[src/rtl/cpu_pkg.sv]
// Shared definitions for the 8-bit processor: opcode map, opcode field
// geometry and the fetch sequencer state encoding.
package cpu_pkg;

  localparam logic [2:0] OP_R   = 3'b000;
  localparam logic [2:0] OP_MFI = 3'b001;
  localparam logic [2:0] OP_MW  = 3'b010;
  localparam logic [2:0] OP_MR  = 3'b011;
  localparam logic [2:0] OP_J   = 3'b100;
  localparam logic [2:0] OP_JCE = 3'b101;
  localparam logic [2:0] OP_MB  = 3'b110;
  localparam logic [2:0] OP_JCN = 3'b111;

  // The opcode always occupies the top OPCODE_W bits of the instruction word.
  localparam int OPCODE_W = 3;

  typedef enum logic [1:0] {
    ST_FETCH  = 2'd0,
    ST_ISSUE  = 2'd1,
    ST_HALTED = 2'd2
  } fetch_state_e;

endpackage

[src/rtl/fetch_unit_if.sv]
// Instruction memory request/acknowledge bus between fetch unit and memory.
interface fetch_unit_if #(
  parameter int ADDR_W  = 8,
  parameter int INSTR_W = 8
);

  logic               imem_req;
  logic [ADDR_W-1:0]  imem_addr;
  logic               imem_ack;
  logic [INSTR_W-1:0] imem_rdata;

  modport master (
    output imem_req,
    output imem_addr,
    input  imem_ack,
    input  imem_rdata
  );

  modport slave (
    input  imem_req,
    input  imem_addr,
    output imem_ack,
    output imem_rdata
  );

endinterface

[src/rtl/fetch_unit_pc_next.sv]
// Branch resolution: decides whether the current instruction redirects the
// PC and produces the following PC value.
module pc_next #(
  parameter int ADDR_W = 8
) (
  input  logic [ADDR_W-1:0] pc,
  input  logic              j,
  input  logic              jc,
  input  logic              neq,
  input  logic              eq_flag,
  input  logic [ADDR_W-1:0] jump_target,
  output logic [ADDR_W-1:0] next_pc
);

  logic taken;

  // neq inverts the sense of the condition, so JCE and JCN share one path;
  // the increment wraps naturally at the top of the address space.
  always_comb begin
    taken   = j | (jc & (eq_flag ^ neq));
    next_pc = taken ? jump_target : pc + ADDR_W'(1);
  end

endmodule

[src/rtl/fetch_unit.sv]
// Instruction fetch sequencer: owns the PC, fetches one instruction per step
// over the imem handshake, presents it to the control unit and resolves the
// next PC once execution reports completion.
module fetch_unit
  import cpu_pkg::*;
#(
  parameter int                ADDR_W   = 8,
  parameter int                INSTR_W  = 8,
  parameter logic [ADDR_W-1:0] RESET_PC = '0
) (
  input  logic               clk,
  input  logic               rst,
  fetch_unit_if.master       imem,
  output logic               instr_valid,
  output logic [INSTR_W-1:0] instr,
  output logic [2:0]         opcode,
  input  logic               instr_done,
  input  logic               j,
  input  logic               jc,
  input  logic               neq,
  input  logic               eq_flag,
  input  logic [ADDR_W-1:0]  jump_target,
  input  logic               halt,
  output logic [ADDR_W-1:0]  pc
);

  fetch_state_e      state;
  logic              req_q;
  logic [ADDR_W-1:0] pc_q;
  logic [ADDR_W-1:0] next_pc;

  pc_next #(
    .ADDR_W (ADDR_W)
  ) u_pc_next (
    .pc          (pc_q),
    .j           (j),
    .jc          (jc),
    .neq         (neq),
    .eq_flag     (eq_flag),
    .jump_target (jump_target),
    .next_pc     (next_pc)
  );

  // Sequencer FSM with registered request/valid. The request is qualified in
  // FETCH so that an ack arriving in the cycle right after reset (request not
  // yet raised) cannot complete an aborted handshake.
  always_ff @(posedge clk) begin
    if (rst) begin
      state       <= ST_FETCH;
      pc_q        <= RESET_PC;
      instr       <= '0;
      instr_valid <= 1'b0;
      req_q       <= 1'b0;
    end else begin
      case (state)
        ST_FETCH: begin
          if (req_q && imem.imem_ack) begin
            instr       <= imem.imem_rdata;
            instr_valid <= 1'b1;
            req_q       <= 1'b0;
            state       <= ST_ISSUE;
          end else begin
            req_q <= 1'b1;
          end
        end
        ST_ISSUE: begin
          if (instr_done) begin
            instr_valid <= 1'b0;
            pc_q        <= next_pc;
            if (halt) begin
              state <= ST_HALTED;
            end else begin
              state <= ST_FETCH;
              req_q <= 1'b1;
            end
          end
        end
        ST_HALTED: begin
          if (!halt) begin
            state <= ST_FETCH;
            req_q <= 1'b1;
          end
        end
        default: begin
          state       <= ST_FETCH;
          req_q       <= 1'b0;
          instr_valid <= 1'b0;
        end
      endcase
    end
  end

  assign imem.imem_req  = req_q;
  assign imem.imem_addr = pc_q;
  assign pc             = pc_q;
  assign opcode         = instr[INSTR_W-1 -: OPCODE_W];

endmodule

[src/flat_wrapper.sv]
// flat-port wrapper written by rule: the top's interface ports become plain ports
module fetch_unit_flat import cpu_pkg::*;
#(
  parameter int                ADDR_W   = 8,
  parameter int                INSTR_W  = 8,
  parameter logic [ADDR_W-1:0] RESET_PC = '0
)
  (clk, rst, instr_valid, instr, opcode, instr_done, j, jc, neq, eq_flag, jump_target, halt, pc, imem_imem_req, imem_imem_addr, imem_imem_ack, imem_imem_rdata);
  fetch_unit_if #(.ADDR_W(ADDR_W), .INSTR_W(INSTR_W)) imem_i ();
  input  logic clk;
  input  logic rst;
  output logic instr_valid;
  output logic [INSTR_W-1:0] instr;
  output logic [2:0] opcode;
  input  logic instr_done;
  input  logic j;
  input  logic jc;
  input  logic neq;
  input  logic eq_flag;
  input  logic [ADDR_W-1:0] jump_target;
  input  logic halt;
  output logic [ADDR_W-1:0] pc;
  output wire logic [$bits(imem_i.imem_req)-1:0] imem_imem_req;
  output wire logic [$bits(imem_i.imem_addr)-1:0] imem_imem_addr;
  input wire logic [$bits(imem_i.imem_ack)-1:0] imem_imem_ack;
  input wire logic [$bits(imem_i.imem_rdata)-1:0] imem_imem_rdata;
  assign imem_imem_req = imem_i.imem_req;
  assign imem_imem_addr = imem_i.imem_addr;
  assign imem_i.imem_ack = imem_imem_ack;
  assign imem_i.imem_rdata = imem_imem_rdata;
  fetch_unit #(.ADDR_W(ADDR_W), .INSTR_W(INSTR_W), .RESET_PC(RESET_PC)) u_core (.clk(clk), .rst(rst), .imem(imem_i), .instr_valid(instr_valid), .instr(instr), .opcode(opcode), .instr_done(instr_done), .j(j), .jc(jc), .neq(neq), .eq_flag(eq_flag), .jump_target(jump_target), .halt(halt), .pc(pc));
endmodule
[config.mk]
export PLATFORM = sky130hd
export DESIGN_NAME = fetch_unit_flat
export DESIGN_NICKNAME = d
export VERILOG_FILES = /design/src/rtl/cpu_pkg.sv /design/src/rtl/fetch_unit_if.sv /design/src/rtl/fetch_unit_pc_next.sv /design/src/rtl/fetch_unit.sv /design/src/flat_wrapper.sv
export SDC_FILE = /design/constraint.sdc
export NUM_CORES = 1
export LEC_CHECK = 0
export CORE_UTILIZATION = 40
export CTS_BUF_LIST = sky130_fd_sc_hd__clkbuf_4
export CTS_CLUSTER_DIAMETER = 200
export DETAILED_ROUTE_END_ITERATION = 10
export GPL_TIMING_DRIVEN = 0
export PLACE_DENSITY_LB_ADDON = 0.1
export SLEW_MARGIN = 10
export SYNTH_ARGS = -nofsm -noshare
export SYNTH_HDL_FRONTEND = slang
export SYNTH_SLANG_ARGS = --single-unit
[constraint.sdc]
create_clock -name clk -period 3.7 [get_ports clk]
set_input_delay 0.74 -clock clk [delete_from_list [all_inputs] [get_ports clk]]
set_output_delay 0.74 -clock clk [all_outputs]
set_load 0.02 [all_outputs]
# [Yosys cells after proc, flatten, opt, wreduce, memory -nomap -nowiden]
# Index checks and enable logic that the tools add are counted.
[totals] inputBits=25 mem_count=0 rom_bits=0 word_cells=34 ramBits=0 latchBits=0 ff_bits=20
[op_classes] shift=0 n_lt_le_gt_ge=0 div=0 muxes=13 n_bitwise=4 eq_ne=5 multipliers=0 n_addsub=1 reduce_logical=6
[op_table] op="8-bit by 1-bit adder with 8-bit output (second input constant)" count=1
[op_table] op="2-bit two-way mux" count=4
[op_table] op="8-bit two-way mux" count=1
[op_table] op="1-bit one-hot mux with 3 select lines" count=2
[op_table] op="2-bit one-hot mux with 3 select lines" count=1
[op_table] op="3-bit AND reduction" count=2
[op_table] op="1-bit two-way mux" count=5
[op_table] op="2-bit != test (second input constant)" count=2
[op_table] op="2-bit AND reduction" count=2
[op_table] op="2-bit by 1-bit == test with 1-bit output (second input constant)" count=1
[op_table] op="2-bit == test (second input constant)" count=1
[op_table] op="2-bit zero test" count=1
[op_table] op="2-bit by 1-bit != test with 1-bit output (second input constant)" count=1
[op_table] op="1-bit AND" count=1
[op_table] op="1-bit logical AND" count=1
[op_table] op="1-bit inverter" count=1
[op_table] op="1-bit OR" count=1
[op_table] op="1-bit XOR" count=1

# [Depth between registers and ports, before layout]
[depth] ltp_word=4 mapped_depth=7

# [Hierarchy]
# From an unflattened synthesis, not the netlist that was laid out.
[unflattened] cells_unflattened=145 hier_area_um2=1178.6
[by_module_without_submodules] mod="fetch_unit" seq_area_each_um2=400.4 n_inst=1 area_each_um2=948.4 cells_each=112
[by_module_without_submodules] mod="pc_next" seq_area_each_um2=0.0 n_inst=1 area_each_um2=230.2 cells_each=33

# [Least setup slack after synthesis]
# No wires, ideal clock.
[synth_path] path_kind="input-to-reg" startpoint="in neq" endpoint="reg u_core.pc_q[2] (netlist: u_core.imem.imem_addr[2])" t_required_ns=3.583 arrival_ns=1.740 setup_slack_ns=1.842 path_stages=4 cell_sequence="xor2_1 -> a21oi_2 -> mux2_2 -> a32o_1"
[synth_via] elab_chain_cells=4
[synth_lines] item="from (decl)" line_no="flat_wrapper.sv:18" source="input logic neq;"
[synth_lines] item="1-bit XOR" line_no="fetch_unit_pc_next.sv:20" source="taken = j | (jc & (eq_flag ^ neq));"
[synth_lines] item="1-bit AND" line_no="fetch_unit_pc_next.sv:20"
[synth_lines] item="1-bit OR" line_no="fetch_unit_pc_next.sv:20"
[synth_lines] item="8-bit two-way mux" line_no="fetch_unit_pc_next.sv:21" source="next_pc = taken ? jump_target : pc + ADDR_W'(1);"
[synth_lines] item="to (signal assigned)" line_no="fetch_unit.sv:69" source="pc_q <= next_pc;"
[synth_lines] item="to (decl)" line_no="fetch_unit.sv:29" source="logic [ADDR_W-1:0] pc_q;"
# No other way between the ends.
# A chain may end at the register's enable or synchronous reset.

# [Worst setup path after layout]
[layout_path] startpoint="reg u_core.pc_q[4] (netlist: u_core.imem.imem_addr[4])" endpoint="out pc[4]"
[layout_lines] item="to (decl)" line_no="flat_wrapper.sv:22" source="output logic [ADDR_W-1:0] pc;"
# No word-level cell between the ends.

==> metrics.cfg <==
[outcome]
status = finished clean

[timing]
timing.final.ws_setup_ps = 1490
period_needed_ps = 2210
hold_viol_final = 0
fin_hold_ws_ps = 503
rsz0062_at_grt = false
clock_skew_ps = 4.21
worstMarginPinSlew_ps = 546
relSlewSlack_pct = 63.3
finalSetupViolCount = 0
fin_tns_setup_ps = 0
slew_violations = 0
max_freq_mhz = 452
timing.final.crit_share_pct = 59.7

[detailed_routing]
wl_per_cell_um = 13.5
finalWirelength_um = 2950
drc = 0
antenna_left = 0
viasPerCell = 5.26
drt_iter0_markers = 32
dr.pass1.iters = 4
vias = 1152

[global_routing]
grt_max_degree = 13
grt_overflow_total = 0
grt_pass1_wl_um = 4700
track_usage_pct = 19.4
grt_pass1_vias = 1060
antenna_found_initial = 0

[die]
die_w_um = 55.2
ios = 54
rows = 18
start_util_pct = 44.1
dieArea_sq_um = 3050
core_area_sq_um = 2570
die_h_um = 55.2

[power_and_ir_drop]
power.share.clock_pct = 21.5
p_per_area_nw_per_um2 = 478
p_int_uw = 550
power_leakage_nw = 0.724
p_sw_uw = 288
switching_share_pct = 34.4
power.total_uw = 839
power_frac_comb_pct = 44.4
p_seq_share_pct = 34.1
peakVddDrop_uv = 353

[logic_synthesis]
synth_top_area_share_pct = 35.4
muxShareOfSynthArea_pct = 9.83
yosys_warnings = 0
yosys.area_share.simple_pct = 23.9
async_flop_share_pct = 0
synth_cell_types = 36
synth_cells = 132
synth_xor_area_share_pct = 0.773
synth_area_leaders = dfxtp_1, mux2i_1, buf_4
netlist_top_cells_count = dfxtp_1, nor2_1, buf_4, mux2i_1, nand3_1
yosys.area.top_type = dfxtp_1
synth_ff_type = dfxtp_1
synth_seq_cells = 20
syn-cell-area_sq_um = 1130
synth-edff-count = 0
synth_top_family_by_area = simple AND/OR/NAND/NOR gates
synth_compound_area_share_pct = 14.6
synth_fa_ha_area_share_pct = 5.52
avgSynthCellArea_sq_um = 8.58
ys_seq_area_share_pct = 35.4
syn_nets = 162
synth.most_common_cell = dfxtp_1

[finish]
stdcell_area_sq_um = 1750
diodes = 0
final_nets = 220
instances_no_fill = 219
layout-drive-gt1-share_pct = 9.52
fin_util_pct = 68.3
area_growth_pct = 54.8

[critical_path]
start_kind = flop
cp.arrival_ps = 1470
r2r_slack_ps = 1910
crit_fanout = 6
end_kind = primary output
critical_path_class = reg -> out
critPathRequiredTime_ps = 2960

[placement]
dp.cells = 215
hpwl_um = 2250
placed_cell_area_sq_um = 1700
port_buffers = 53
gp_congestion = 0.801
post-place-ws_ps = 1280

[clocking]
post_cts_resized = 0
ctsLongestPathBuffers = 2
cts_root_buffer = clkbuf_4
numCtsBuffers = 3
post_cts_buffers = 0
cts.sinks = 20
cts_tree = yes
ctsHoldBuffers = 0
htree_levels = 1
clk_pin_slew_ps = 120
clock_latency_ps = 310

[flow_run]
drv_cap = 0

[hold_path]
hp-class = reg -> reg

[area by class of cell]
cell class | instances | area, sq um
clock buffer | 3 | 22.5
clock inverter | 1 | 30.0
fill | 219 | 815
buffer | 16 | 103
multi-input combinational | 93 | 618
tap | 30 | 37.5
timing repair buffer | 53 | 531
sequential | 20 | 400
inverter | 3 | 11.3
[power by group through the flow]
stage	logic (mW)	registers, mW	clock network [mW]
floorplan	0.184	0.324	0
global placement	0.363	0.288	0
detailed placement	0.372	0.290	0
CTS	0.373	0.286	0.186
global route	0.400	0.291	0.193
finish	0.372	0.286	0.180
[sequential cells by signal, indices dropped and copies added (netlist names)]
signal	count
u_core.instr_valid	1
u_core.imem.imem_req	1
u_core.instr	8
u_core.imem.imem_addr	8
u_core.state	2
[final timing paths]
check | start | depth (start not counted) | endpoint
setup / recovery | u_core.imem.imem_addr[4]$_SDFFE_PP0P_ | 2 | pc[4]
hold / removal | u_core.instr[4]$_SDFFE_PP0P_ | 2 | u_core.instr[4]$_SDFFE_PP0P_
setup reg to reg | u_core.state[1]$_SDFFE_PP0P_ | 7 | u_core.imem.imem_addr[5]$_SDFFE_PP0P_
hold reg to reg | u_core.instr[4]$_SDFFE_PP0P_ | 2 | u_core.instr[4]$_SDFFE_PP0P_
[logic make-up (layout without fill, tap and decap cells)]
kind of cell,count (synthesis),in the layout
adders and majority gates,5,5
muxes,11,11
and+or+nand+nor,54,54
buffers and inverters,19,76
AOI/OAI and AO/OA,22,22
xor gates and xnor gates,1,1
DFF,20,20
[routing by layer]
layer  up-vias  share of wire (%)  GRT usage, %
met3         4                6.2          5.85
met2        43                 49          30.6
li1        579                  -             -
met1       526                 44          24.9
met5         -                  0             0
met4         0               0.81          7.14
[cell usage in the layout (no fill, tap or decap), types with 2 or more instances in the layout]
cell type	count
clkdlybuf4s50_1	53
dfxtp_1	20
nor2_1	18
buf_4	11
mux2i_1	10
nand3_1	6
and2_1	5
nand2_1	5
nor3_1	5
ha_1	5
nand2b_1	4
clkbuf_1	4
o21ai_0	4
inv_1	3
and3_1	3
a41oi_1	3
o311ai_0	3
clkbuf_4	3
nand4_1	2
nor2b_1	2
a31oi_1	2
[critical path, stage by stage (launching register included)]
cell and delay (ps):
dfxtp_1 440, buf_4 140, clkdlybuf4s50_1 590
No activity file was read; power rests on OpenSTA's default activity.
